===== config.mk =====
export PLATFORM = sky130hd
export DESIGN_NAME = spi_slave_tx_flat
export DESIGN_NICKNAME = d
export VERILOG_FILES = /design/src/rtl/spi_slave_tx_pkg.sv /design/src/rtl/spi_slave_tx_if.sv /design/src/rtl/spi_slave_tx_sync_edge.sv /design/src/rtl/spi_slave_tx.sv /design/src/flat_wrapper.sv
export SDC_FILE = /design/constraint.sdc
export NUM_CORES = 1
export LEC_CHECK = 0
export BUFFER_PORTS_ARGS = -buffer_cell sky130_fd_sc_hd__buf_2
export CAP_MARGIN = 0
export CELL_PAD_IN_SITES_DETAIL_PLACEMENT = 1
export CELL_PAD_IN_SITES_GLOBAL_PLACEMENT = 2
export CORE_MARGIN = 2
export CORE_UTILIZATION = 37
export CTS_BUF_LIST = sky130_fd_sc_hd__clkbuf_8
export DETAILED_ROUTE_END_ITERATION = 6
export PLACE_DENSITY = 0.83
export RECOVER_POWER = 25
export REMOVE_ABC_BUFFERS = 1
export SLEW_MARGIN = 0
export SYNTH_ARGS = -nofsm -noshare
export SYNTH_HDL_FRONTEND = slang
export SYNTH_HIERARCHICAL = 1
export SYNTH_SLANG_ARGS = --single-unit

===== constraint.sdc =====
create_clock -name sys_clk_i -period 2.5 [get_ports sys_clk_i]
set_clock_uncertainty 0.05 [all_clocks]
set_input_delay 0.75 -clock sys_clk_i [delete_from_list [all_inputs] [get_ports sys_clk_i]]
set_output_delay 0.75 -clock sys_clk_i [all_outputs]
set_load 0.03 [all_outputs]

===== src/rtl/spi_slave_tx_pkg.sv =====
// Shared constants, FSM encodings and helpers for the SPI mode-0 slave serializer.
// FRAME_BYTES covers one frame of POINT_NUM two-byte samples.
package spi_slave_tx_pkg;

  localparam int DATA_W          = 8;
  localparam int POINT_NUM       = 400;
  localparam int FRAME_BYTES     = POINT_NUM * 2;
  localparam int CNT_W           = $clog2(FRAME_BYTES);
  localparam int DEF_SYNC_STAGES = 2;
  localparam int DEF_LOAD_LAT    = 2;

  localparam logic [1:0] ST_IDLE  = 2'd0;
  localparam logic [1:0] ST_FETCH = 2'd1;
  localparam logic [1:0] ST_SHIFT = 2'd2;

  typedef struct packed {
    logic level;
    logic rise;
    logic fall;
  } edge_t;

  function automatic logic [CNT_W-1:0] wrapInc(input logic [CNT_W-1:0] cnt);
    return (cnt == CNT_W'(FRAME_BYTES - 1)) ? '0 : cnt + 1'b1;
  endfunction

endpackage


===== src/rtl/spi_slave_tx_if.sv =====
// SPI pins towards the host plus the byte handshake towards the FIFO read stage.
interface spi_slave_tx_if;
  import spi_slave_tx_pkg::*;

  logic              spi_sclk;
  logic              spi_cs_n;
  logic              spi_miso;
  logic              spi_miso_oe;
  logic [DATA_W-1:0] spi_data;
  logic              byte_req;

  modport slave (
    input  spi_sclk, spi_cs_n, spi_data,
    output spi_miso, spi_miso_oe, byte_req
  );

  modport master (
    output spi_sclk, spi_cs_n, spi_data,
    input  spi_miso, spi_miso_oe, byte_req
  );

endinterface


===== src/rtl/spi_slave_tx_sync_edge.sv =====
// Multi-stage synchronizer for an asynchronous pin followed by an edge register.
// RST_VAL is the pin's idle level so that leaving reset produces no spurious edge.
module spi_slave_tx_sync_edge
  import spi_slave_tx_pkg::*;
#(
  parameter int   STAGES  = 2,
  parameter logic RST_VAL = 1'b0
) (
  input  logic  clk_i,
  input  logic  rst_i,
  input  logic  pin_i,
  output edge_t edges_o
);

  logic [STAGES-1:0] sync_q;
  logic              last_q;
  logic              level;

  always_ff @(posedge clk_i or posedge rst_i) begin
    if (rst_i) begin
      sync_q <= {STAGES{RST_VAL}};
      last_q <= RST_VAL;
    end else begin
      sync_q <= {sync_q[STAGES-2:0], pin_i};
      last_q <= sync_q[STAGES-1];
    end
  end

  assign level   = sync_q[STAGES-1];
  assign edges_o = '{level: level, rise: level & ~last_q, fall: ~level & last_q};

endmodule


===== src/rtl/spi_slave_tx.sv =====
// SPI mode-0 slave transmitter: fetches one byte per slot from the FIFO read stage
// and shifts it out MSB-first, counting bytes per frame and flagging late SCLK edges.
module spi_slave_tx
  import spi_slave_tx_pkg::*;
#(
  parameter int SYNC_STAGES = DEF_SYNC_STAGES,
  parameter int LOAD_LAT    = DEF_LOAD_LAT
) (
  input  logic             sys_clk_i,
  input  logic             sys_rst_i,
  spi_slave_tx_if.slave    spi,
  output logic [CNT_W-1:0] byte_cnt_o,
  output logic             frame_done_o,
  output logic             underrun_o
);

  localparam int LCNT_W = (LOAD_LAT > 1) ? $clog2(LOAD_LAT) : 1;
  localparam int BCNT_W = $clog2(DATA_W);

  edge_t sclk;
  edge_t csn;
  logic  unusedLevels;

  logic [1:0]        state_q,     state_d;
  logic [LCNT_W-1:0] loadCnt_q,   loadCnt_d;
  logic [BCNT_W-1:0] bitCnt_q,    bitCnt_d;
  logic [DATA_W-1:0] shreg_q,     shreg_d;
  logic [CNT_W-1:0]  byteCnt_q,   byteCnt_d;
  logic              miso_q,      miso_d;
  logic              oe_q,        oe_d;
  logic              byteReq_q,   byteReq_d;
  logic              frameDone_q, frameDone_d;
  logic              underrun_q,  underrun_d;

  spi_slave_tx_sync_edge #(.STAGES(SYNC_STAGES), .RST_VAL(1'b0)) u_sclkSync (
    .clk_i   (sys_clk_i),
    .rst_i   (sys_rst_i),
    .pin_i   (spi.spi_sclk),
    .edges_o (sclk)
  );

  spi_slave_tx_sync_edge #(.STAGES(SYNC_STAGES), .RST_VAL(1'b1)) u_csSync (
    .clk_i   (sys_clk_i),
    .rst_i   (sys_rst_i),
    .pin_i   (spi.spi_cs_n),
    .edges_o (csn)
  );

  // Only the strobes steer the FSM; synchronized levels are not needed here.
  assign unusedLevels = sclk.level ^ csn.level;

  always_comb begin
    state_d     = state_q;
    loadCnt_d   = loadCnt_q;
    bitCnt_d    = bitCnt_q;
    shreg_d     = shreg_q;
    byteCnt_d   = byteCnt_q;
    miso_d      = miso_q;
    oe_d        = oe_q;
    underrun_d  = underrun_q;
    byteReq_d   = 1'b0;
    frameDone_d = 1'b0;

    // CS deassertion aborts any partial byte; the frame position is kept.
    if (csn.rise) begin
      state_d  = ST_IDLE;
      oe_d     = 1'b0;
      bitCnt_d = '0;
    end else begin
      case (state_q)
        ST_IDLE: begin
          oe_d = 1'b0;
          if (csn.fall) begin
            byteReq_d  = 1'b1;
            underrun_d = 1'b0;
            loadCnt_d  = '0;
            state_d    = ST_FETCH;
          end
        end
        ST_FETCH: begin
          if (sclk.rise) underrun_d = 1'b1;
          if (loadCnt_q == LCNT_W'(LOAD_LAT - 1)) begin
            shreg_d  = spi.spi_data;
            miso_d   = spi.spi_data[DATA_W-1];
            oe_d     = 1'b1;
            bitCnt_d = '0;
            state_d  = ST_SHIFT;
          end else begin
            loadCnt_d = loadCnt_q + 1'b1;
          end
        end
        ST_SHIFT: begin
          if (sclk.rise) begin
            if (bitCnt_q == BCNT_W'(DATA_W - 1)) begin
              byteCnt_d   = wrapInc(byteCnt_q);
              frameDone_d = (byteCnt_q == CNT_W'(FRAME_BYTES - 1));
              byteReq_d   = 1'b1;
              bitCnt_d    = '0;
              loadCnt_d   = '0;
              state_d     = ST_FETCH;
            end else begin
              bitCnt_d = bitCnt_q + 1'b1;
            end
          end else if (sclk.fall && bitCnt_q != '0) begin
            shreg_d = shreg_q << 1;
            miso_d  = shreg_q[DATA_W-2];
          end
        end
        default: state_d = ST_IDLE;
      endcase
    end
  end

  always_ff @(posedge sys_clk_i or posedge sys_rst_i) begin
    if (sys_rst_i) begin
      state_q     <= ST_IDLE;
      loadCnt_q   <= '0;
      bitCnt_q    <= '0;
      shreg_q     <= '0;
      byteCnt_q   <= '0;
      miso_q      <= 1'b0;
      oe_q        <= 1'b0;
      byteReq_q   <= 1'b0;
      frameDone_q <= 1'b0;
      underrun_q  <= 1'b0;
    end else begin
      state_q     <= state_d;
      loadCnt_q   <= loadCnt_d;
      bitCnt_q    <= bitCnt_d;
      shreg_q     <= shreg_d;
      byteCnt_q   <= byteCnt_d;
      miso_q      <= miso_d;
      oe_q        <= oe_d;
      byteReq_q   <= byteReq_d;
      frameDone_q <= frameDone_d;
      underrun_q  <= underrun_d;
    end
  end

  assign spi.spi_miso    = miso_q;
  assign spi.spi_miso_oe = oe_q;
  assign spi.byte_req    = byteReq_q;
  assign byte_cnt_o      = byteCnt_q;
  assign frame_done_o    = frameDone_q;
  assign underrun_o      = underrun_q;

endmodule


===== src/flat_wrapper.sv =====
// flat-port wrapper written by rule: the top's interface ports become plain ports
module spi_slave_tx_flat import spi_slave_tx_pkg::*;
#(
  parameter int SYNC_STAGES = DEF_SYNC_STAGES,
  parameter int LOAD_LAT    = DEF_LOAD_LAT
)
  (sys_clk_i, sys_rst_i, byte_cnt_o, frame_done_o, underrun_o, spi_spi_sclk, spi_spi_cs_n, spi_spi_data, spi_spi_miso, spi_spi_miso_oe, spi_byte_req);
  spi_slave_tx_if spi_i ();
  input  logic sys_clk_i;
  input  logic sys_rst_i;
  output logic [CNT_W-1:0] byte_cnt_o;
  output logic frame_done_o;
  output logic underrun_o;
  input wire logic [$bits(spi_i.spi_sclk)-1:0] spi_spi_sclk;
  input wire logic [$bits(spi_i.spi_cs_n)-1:0] spi_spi_cs_n;
  input wire logic [$bits(spi_i.spi_data)-1:0] spi_spi_data;
  output wire logic [$bits(spi_i.spi_miso)-1:0] spi_spi_miso;
  output wire logic [$bits(spi_i.spi_miso_oe)-1:0] spi_spi_miso_oe;
  output wire logic [$bits(spi_i.byte_req)-1:0] spi_byte_req;
  assign spi_i.spi_sclk = spi_spi_sclk;
  assign spi_i.spi_cs_n = spi_spi_cs_n;
  assign spi_i.spi_data = spi_spi_data;
  assign spi_spi_miso = spi_i.spi_miso;
  assign spi_spi_miso_oe = spi_i.spi_miso_oe;
  assign spi_byte_req = spi_i.byte_req;
  spi_slave_tx #(.SYNC_STAGES(SYNC_STAGES), .LOAD_LAT(LOAD_LAT)) u_core (.sys_clk_i(sys_clk_i), .sys_rst_i(sys_rst_i), .spi(spi_i), .byte_cnt_o(byte_cnt_o), .frame_done_o(frame_done_o), .underrun_o(underrun_o));
endmodule

==> results_dict.tcl, run 1 <==
set metrics [dict create \
    status "complete, but fails checks" \
    failed_checks "max-capacitance violations, max-slew violations" \
    worst_r2r_endpoint "u_core/spi.spi_miso$_DFFE_PP0P_" \
    rrSetupSlack_ns 0.36 \
    cp-end-kind "register" \
    grt_use_total 0.155 \
    start_util 0.379 \
    power_density_nw_per_um2 794 \
    crit_path_start_kind "register" \
    tightestPinTransition_ns 1.52 \
    pin_count 27 \
    ant_nets 0 \
    cts_max_path_buffers 2 \
    route.detailed.drc 0 \
    critPathKind "register to register" \
    power.leakage_nw 0.889 \
    first_global_vias 1310 \
    p_clk_frac 0.253 \
    fin_cells 229 \
    dieArea_um2 4940 \
    die_w_um 70.3 \
    postCtsSetupRepairBufs 0 \
    post-route-period-util 0.855 \
    min_path_type "primary input to asynchronous set/reset pin" \
    rows 24 \
    grt_max_degree 29 \
    path_clk_slew_ns 0.07 \
    maxCapViolCount 1 \
    total_power_w 0.00149 \
    finalSetupViolCount 0 \
    startpoint "u_core/bitCnt_q[0]$_DFFE_PP0P_" \
    hold_buffers 0 \
    relSlewSlack -0.0151 \
    htree_levels 2 \
    layout_commonest_cell "dfrtp_1" \
    finalWeightedCongestion 0.733 \
    timing.rr.start "u_core/bitCnt_q[0]$_DFFE_PP0P_" \
    crit_path_max_fanout 8 \
    vias_per_cell 5.18 \
    swShare 0.309 \
    power_frac_seq 0.492 \
    coreArea_um2 4290 \
    cts-root-buf "clkbuf_8" \
    dp_hpwl_mm 2.51 \
    p_int_w 0.00103 \
    period_needed_ns 2.14 \
    cp-endpoint "u_core/spi.spi_miso$_DFFE_PP0P_" \
    num_vias 1187 \
    hold_viol 0 \
    dr.pass1.iters 2 \
    grt-ovfl-total 0 \
    final_cell_mix "dfrtp_1 (31), buf_2 (25), mux2_2 (13), nand2_1 (11), nor2_1 (11)" \
    yosysWarnings 6 \
    rsz0062_at_grt "no" \
    power_switching_w 0.000462 \
    drt-initial-drc-count 64 \
    area_growth_pct 15.8 \
    ctsResizeCount 0 \
    avgSynthCellArea_um2 11.1 \
    io_buffer_count 26 \
    cts_tree "built" \
    dp_cells 221 \
    combPwrFrac 0.255 \
    grt_pass1_wl_mm 6.13 \
    die_h_um 70.3 \
    wl_mm 3.33 \
    tns_ns 0 \
    wl_per_cell_um 14.6 \
    drive_gt1_frac 0.299 \
    clock_latency_ns 0.27 \
    num-nets-final 192 \
    cp.arrival_ns 2.25 \
    clock_sinks 34 \
    drv_slew 29 \
    rr_worst_depth 6 \
    worstPathRequired_ns 2.61 \
    antenna_found_initial 0 \
    syn_inst 147 \
    n_antenna_cell 0 \
    irDropWorstVdd_uv 250 \
    fmax_mhz 468 \
    cts-buffers-inserted 5 \
    synth_area_um2 1630 \
]
power by group through the flow:
stage               sequential [W]  clock [W]  combinational, W
global route              0.000759   0.000421          0.000430
detailed placement        0.000750          0          0.000390
CTS                       0.000740   0.000397          0.000393
floorplan                 0.000764          0          0.000264
finish                    0.000736   0.000378          0.000381
global placement          0.000738          0          0.000365
routing by layer:
metal  vias up  part of all wire  global-route usage  wire (um)
met5         -                 0                   0          0
met4         0             0.010              0.0449         34
met3         2             0.032              0.0375        108
met2        23              0.51               0.263       1700
met1       594              0.45               0.196       1490
li1        568                 -                   -          -
state kept, by name (all words and copies together), names as in the netlist, 2 cells and up:
name / count
u_core/bitCnt_q: 3
u_core/byte_cnt_o: 10
u_core/shreg_q: 7
u_core/state_q: 2
u_core/u_csSync/sync_q: 2
u_core/u_sclkSync/sync_q: 2
how the worst min path moves through the flow:
stage	from	end	cells past startpoint
after global placement	u_core/u_sclkSync/sync_q[0]$_DFF_PP0_	u_core/u_sclkSync/sync_q[1]$_DFF_PP0_	0
final	sys_rst_i	u_core/u_sclkSync/last_q$_DFF_PP0_	2
after floorplan	u_core/u_sclkSync/sync_q[0]$_DFF_PP0_	u_core/u_sclkSync/sync_q[1]$_DFF_PP0_	0
after CTS	sys_rst_i	u_core/u_sclkSync/last_q$_DFF_PP0_	2
after detailed placement	u_core/u_sclkSync/sync_q[0]$_DFF_PP0_	u_core/u_sclkSync/sync_q[1]$_DFF_PP0_	0
after global routing	sys_rst_i	u_core/u_sclkSync/last_q$_DFF_PP0_	2
layout make-up:
class | count | area (um^2)
clock buffers | 5 | 68.8
well taps | 52 | 65.1
multi-input cells | 100 | 714
clock inverters | 3 | 13.8
flip-flops and latches | 34 | 855
fillers | 505 | 2410
repair buffers | 28 | 140
inverters | 7 | 26.3
metrics by stage:
step	util	hold slack (ns)	cell area (um^2)	setup WS (ns)
floorplan	-	0.281	1600	0.493
global placement	0.420	0.289	1810	0.435
detailed placement	0.420	0.297	1810	0.362
CTS	0.440	0.292	1890	0.345
global route	0.439	0.295	1880	0.191
finish	0.439	0.292	1880	0.362
critical path, cell delays in order, from the launching register on:
cell and delay [ns]:
dfrtp_1 0.38, inv_1 0.06, ha_1 0.18, nor2b_1 0.12
or4b_4 0.52, a21oi_4 0.32, mux2_2 0.39
Note: power is estimated with default switching activity, not from simulation.
==> run 2: changes to the inputs <==
--- a/config.mk
+++ b/config.mk
@@ -9,6 +9,7 @@
 export CAP_MARGIN = 0
 export CELL_PAD_IN_SITES_DETAIL_PLACEMENT = 1
 export CELL_PAD_IN_SITES_GLOBAL_PLACEMENT = 2
+export CORE_ASPECT_RATIO = 0.6
 export CORE_MARGIN = 2
 export CORE_UTILIZATION = 37
 export CTS_BUF_LIST = sky130_fd_sc_hd__clkbuf_8
==> run 2 against run 1 <==
The flow still finishes with violations (max-capacitance violations, max-slew violations). Die area is 0.35% higher. Clock power grew 9.0%. Largest power group unchanged. Power increased by 4.1%. Routed wire length is 7.4% higher. Combinational power grew 8.1%. Register-to-register slack worse by 0.07 ns.
==> results_dict.tcl, run 2 (synthesis results as in run 1) <==
set metrics [dict create \
    power_density_nw_per_um2 815 \
    cts_tree "built" \
    clock_sinks 34 \
    crit_buf_inv 1 \
    rows 18 \
    worstPathRequired_ns 2.62 \
    irDropWorstVdd_uv 257 \
    pin_count 27 \
    startpoint "u_core/bitCnt_q[0]$_DFFE_PP0P_" \
    cp-end-kind "register" \
    fin_area_um2 1910 \
    vias_per_cell 4.95 \
    hold_buffers 0 \
    die_w_um 89.6 \
    htree_levels 2 \
    antenna_found_initial 0 \
    n_fill_cell 467 \
    finalSetupViolCount 0 \
    route.detailed.drc 0 \
    finalWeightedCongestion 0.709 \
    crit_slowest_cell "or4b_4" \
    crit_path_start_kind "register" \
    die_h_um 55.4 \
    cts_max_path_buffers 2 \
    grt_use_total 0.167 \
    dr.pass1.iters 4 \
    min_path_type "primary input to asynchronous set/reset pin" \
    rr_worst_depth 6 \
    grt_pass1_wl_mm 6.26 \
    fmax_mhz 453 \
    place_area_um2 1820 \
    hold_viol 0 \
    num_vias 1178 \
    ant_nets 0 \
    rsz0062_at_grt "no" \
    maxCapViolCount 1 \
    dp_cells 230 \
    post-route-period-util 0.882 \
    timing.rr.start "u_core/bitCnt_q[0]$_DFFE_PP0P_" \
    layout_commonest_cell "dfrtp_1" \
    fin_cells 238 \
    cp_slowest_stage_delay_ns 0.52 \
    period_needed_ns 2.21 \
    tightestPinTransition_ns 1.53 \
    io_buffer_count 26 \
    crit_family "simple AND/OR/NAND/NOR gates" \
    start_util 0.390 \
    first_global_vias 1276 \
    coreArea_um2 4170 \
    cp.arrival_ns 2.32 \
    drive_gt1_frac 0.303 \
    grt_max_degree 29 \
    tns_ns 0 \
    relSlewSlack -0.0212 \
    path_cells "inv_1 -> ha_1 -> nor2b_1 -> or4b_4 -> a21oi_4 -> mux2_2" \
    failed_checks "max-capacitance violations, max-slew violations" \
    cts-root-buf "clkbuf_8" \
    dieArea_um2 4960 \
    drv_slew 29 \
    largest_reg_flops 10 \
    wl_per_cell_um 15.0 \
    path_clk_slew_ns 0.07 \
    area_growth_pct 17.4 \
    dp_hpwl_mm 2.76 \
    wl_mm 3.58 \
    crit_path_max_fanout 8 \
    cts-buffers-inserted 5 \
    clock_latency_ns 0.28 \
    status "complete, but fails checks" \
    n_antenna_cell 0 \
    num-nets-final 193 \
    postCtsSetupRepairBufs 0 \
    grt-ovfl-total 0 \
    power.leakage_nw 0.898 \
    final_cell_mix "dfrtp_1 (31), buf_2 (25), mux2_2 (13), nand2_1 (11), nor2_1 (11)" \
    critPathKind "register to register" \
    critical_path_depth 6 \
    ctsResizeCount 0 \
    drt-initial-drc-count 50 \
]
==> run 2: cell count changes in the layout (fill, tap and decap cells not counted), sizes merged <==
cell,previous run,this run
buf,26,27
clkinv,2,1
clkbuf,7,8
==> run 2: worst paths after layout <==
check                                                        end  slack [ns]
max                                u_core/shreg_q[5]$_DFFE_PP0P_        0.29
min                        u_core/u_sclkSync/sync_q[0]$_DFF_PP0_        0.27
max reg2reg                        u_core/shreg_q[5]$_DFFE_PP0P_        0.29
min reg2reg                u_core/u_sclkSync/sync_q[1]$_DFF_PP0_        0.31
max in group asynchronous          u_core/frame_done_o$_DFF_PP0_        0.55
min in group sys_clk_i     u_core/u_sclkSync/sync_q[1]$_DFF_PP0_        0.31
==> run 2: metrics by stage <==
step	worst slack, ns	power, W	hold slack, ns	utilization
4_1_cts	0.289	0.00158	0.274	0.459
5_1_grt	0.152	0.00166	0.287	0.458
6_report	0.295	0.00156	0.275	0.458
3_3_place_gp	0.432	0.00112	0.291	0.438
3_5_place_dp	0.300	0.00116	0.287	0.438
2_1_floorplan	0.493	0.00103	0.281	-
==> run 2: cell type report <==
| class | instances | area, um^2 | area share |
|---|---|---|---|
| multi-input combinational | 100 | 714 | 0.374 |
| inverter | 7 | 26.3 | 0.0138 |
| sequential | 34 | 855 | 0.448 |
| tap | 60 | 75.1 | 0.0393 |
| clock buffer | 6 | 82.6 | 0.0433 |
| timing repair buffer | 29 | 148 | 0.0773 |
| clock inverter | 2 | 8.76 | 0.00459 |
==> run 2: power by group <==
part           leakage (nW)  switching [W]  internal [W]
sequential            0.437      0.0000736      0.000658
combinational         0.409       0.000220      0.000192
clock                0.0524       0.000194      0.000218
==> run 2: metal layers <==
layer,up-vias,track usage,share of wire
li1,571,-,-
met1,590,0.235,0.51
met2,17,0.252,0.46
met3,0,0.0493,0.031
met4,0,0.0384,0
met5,-,0,0
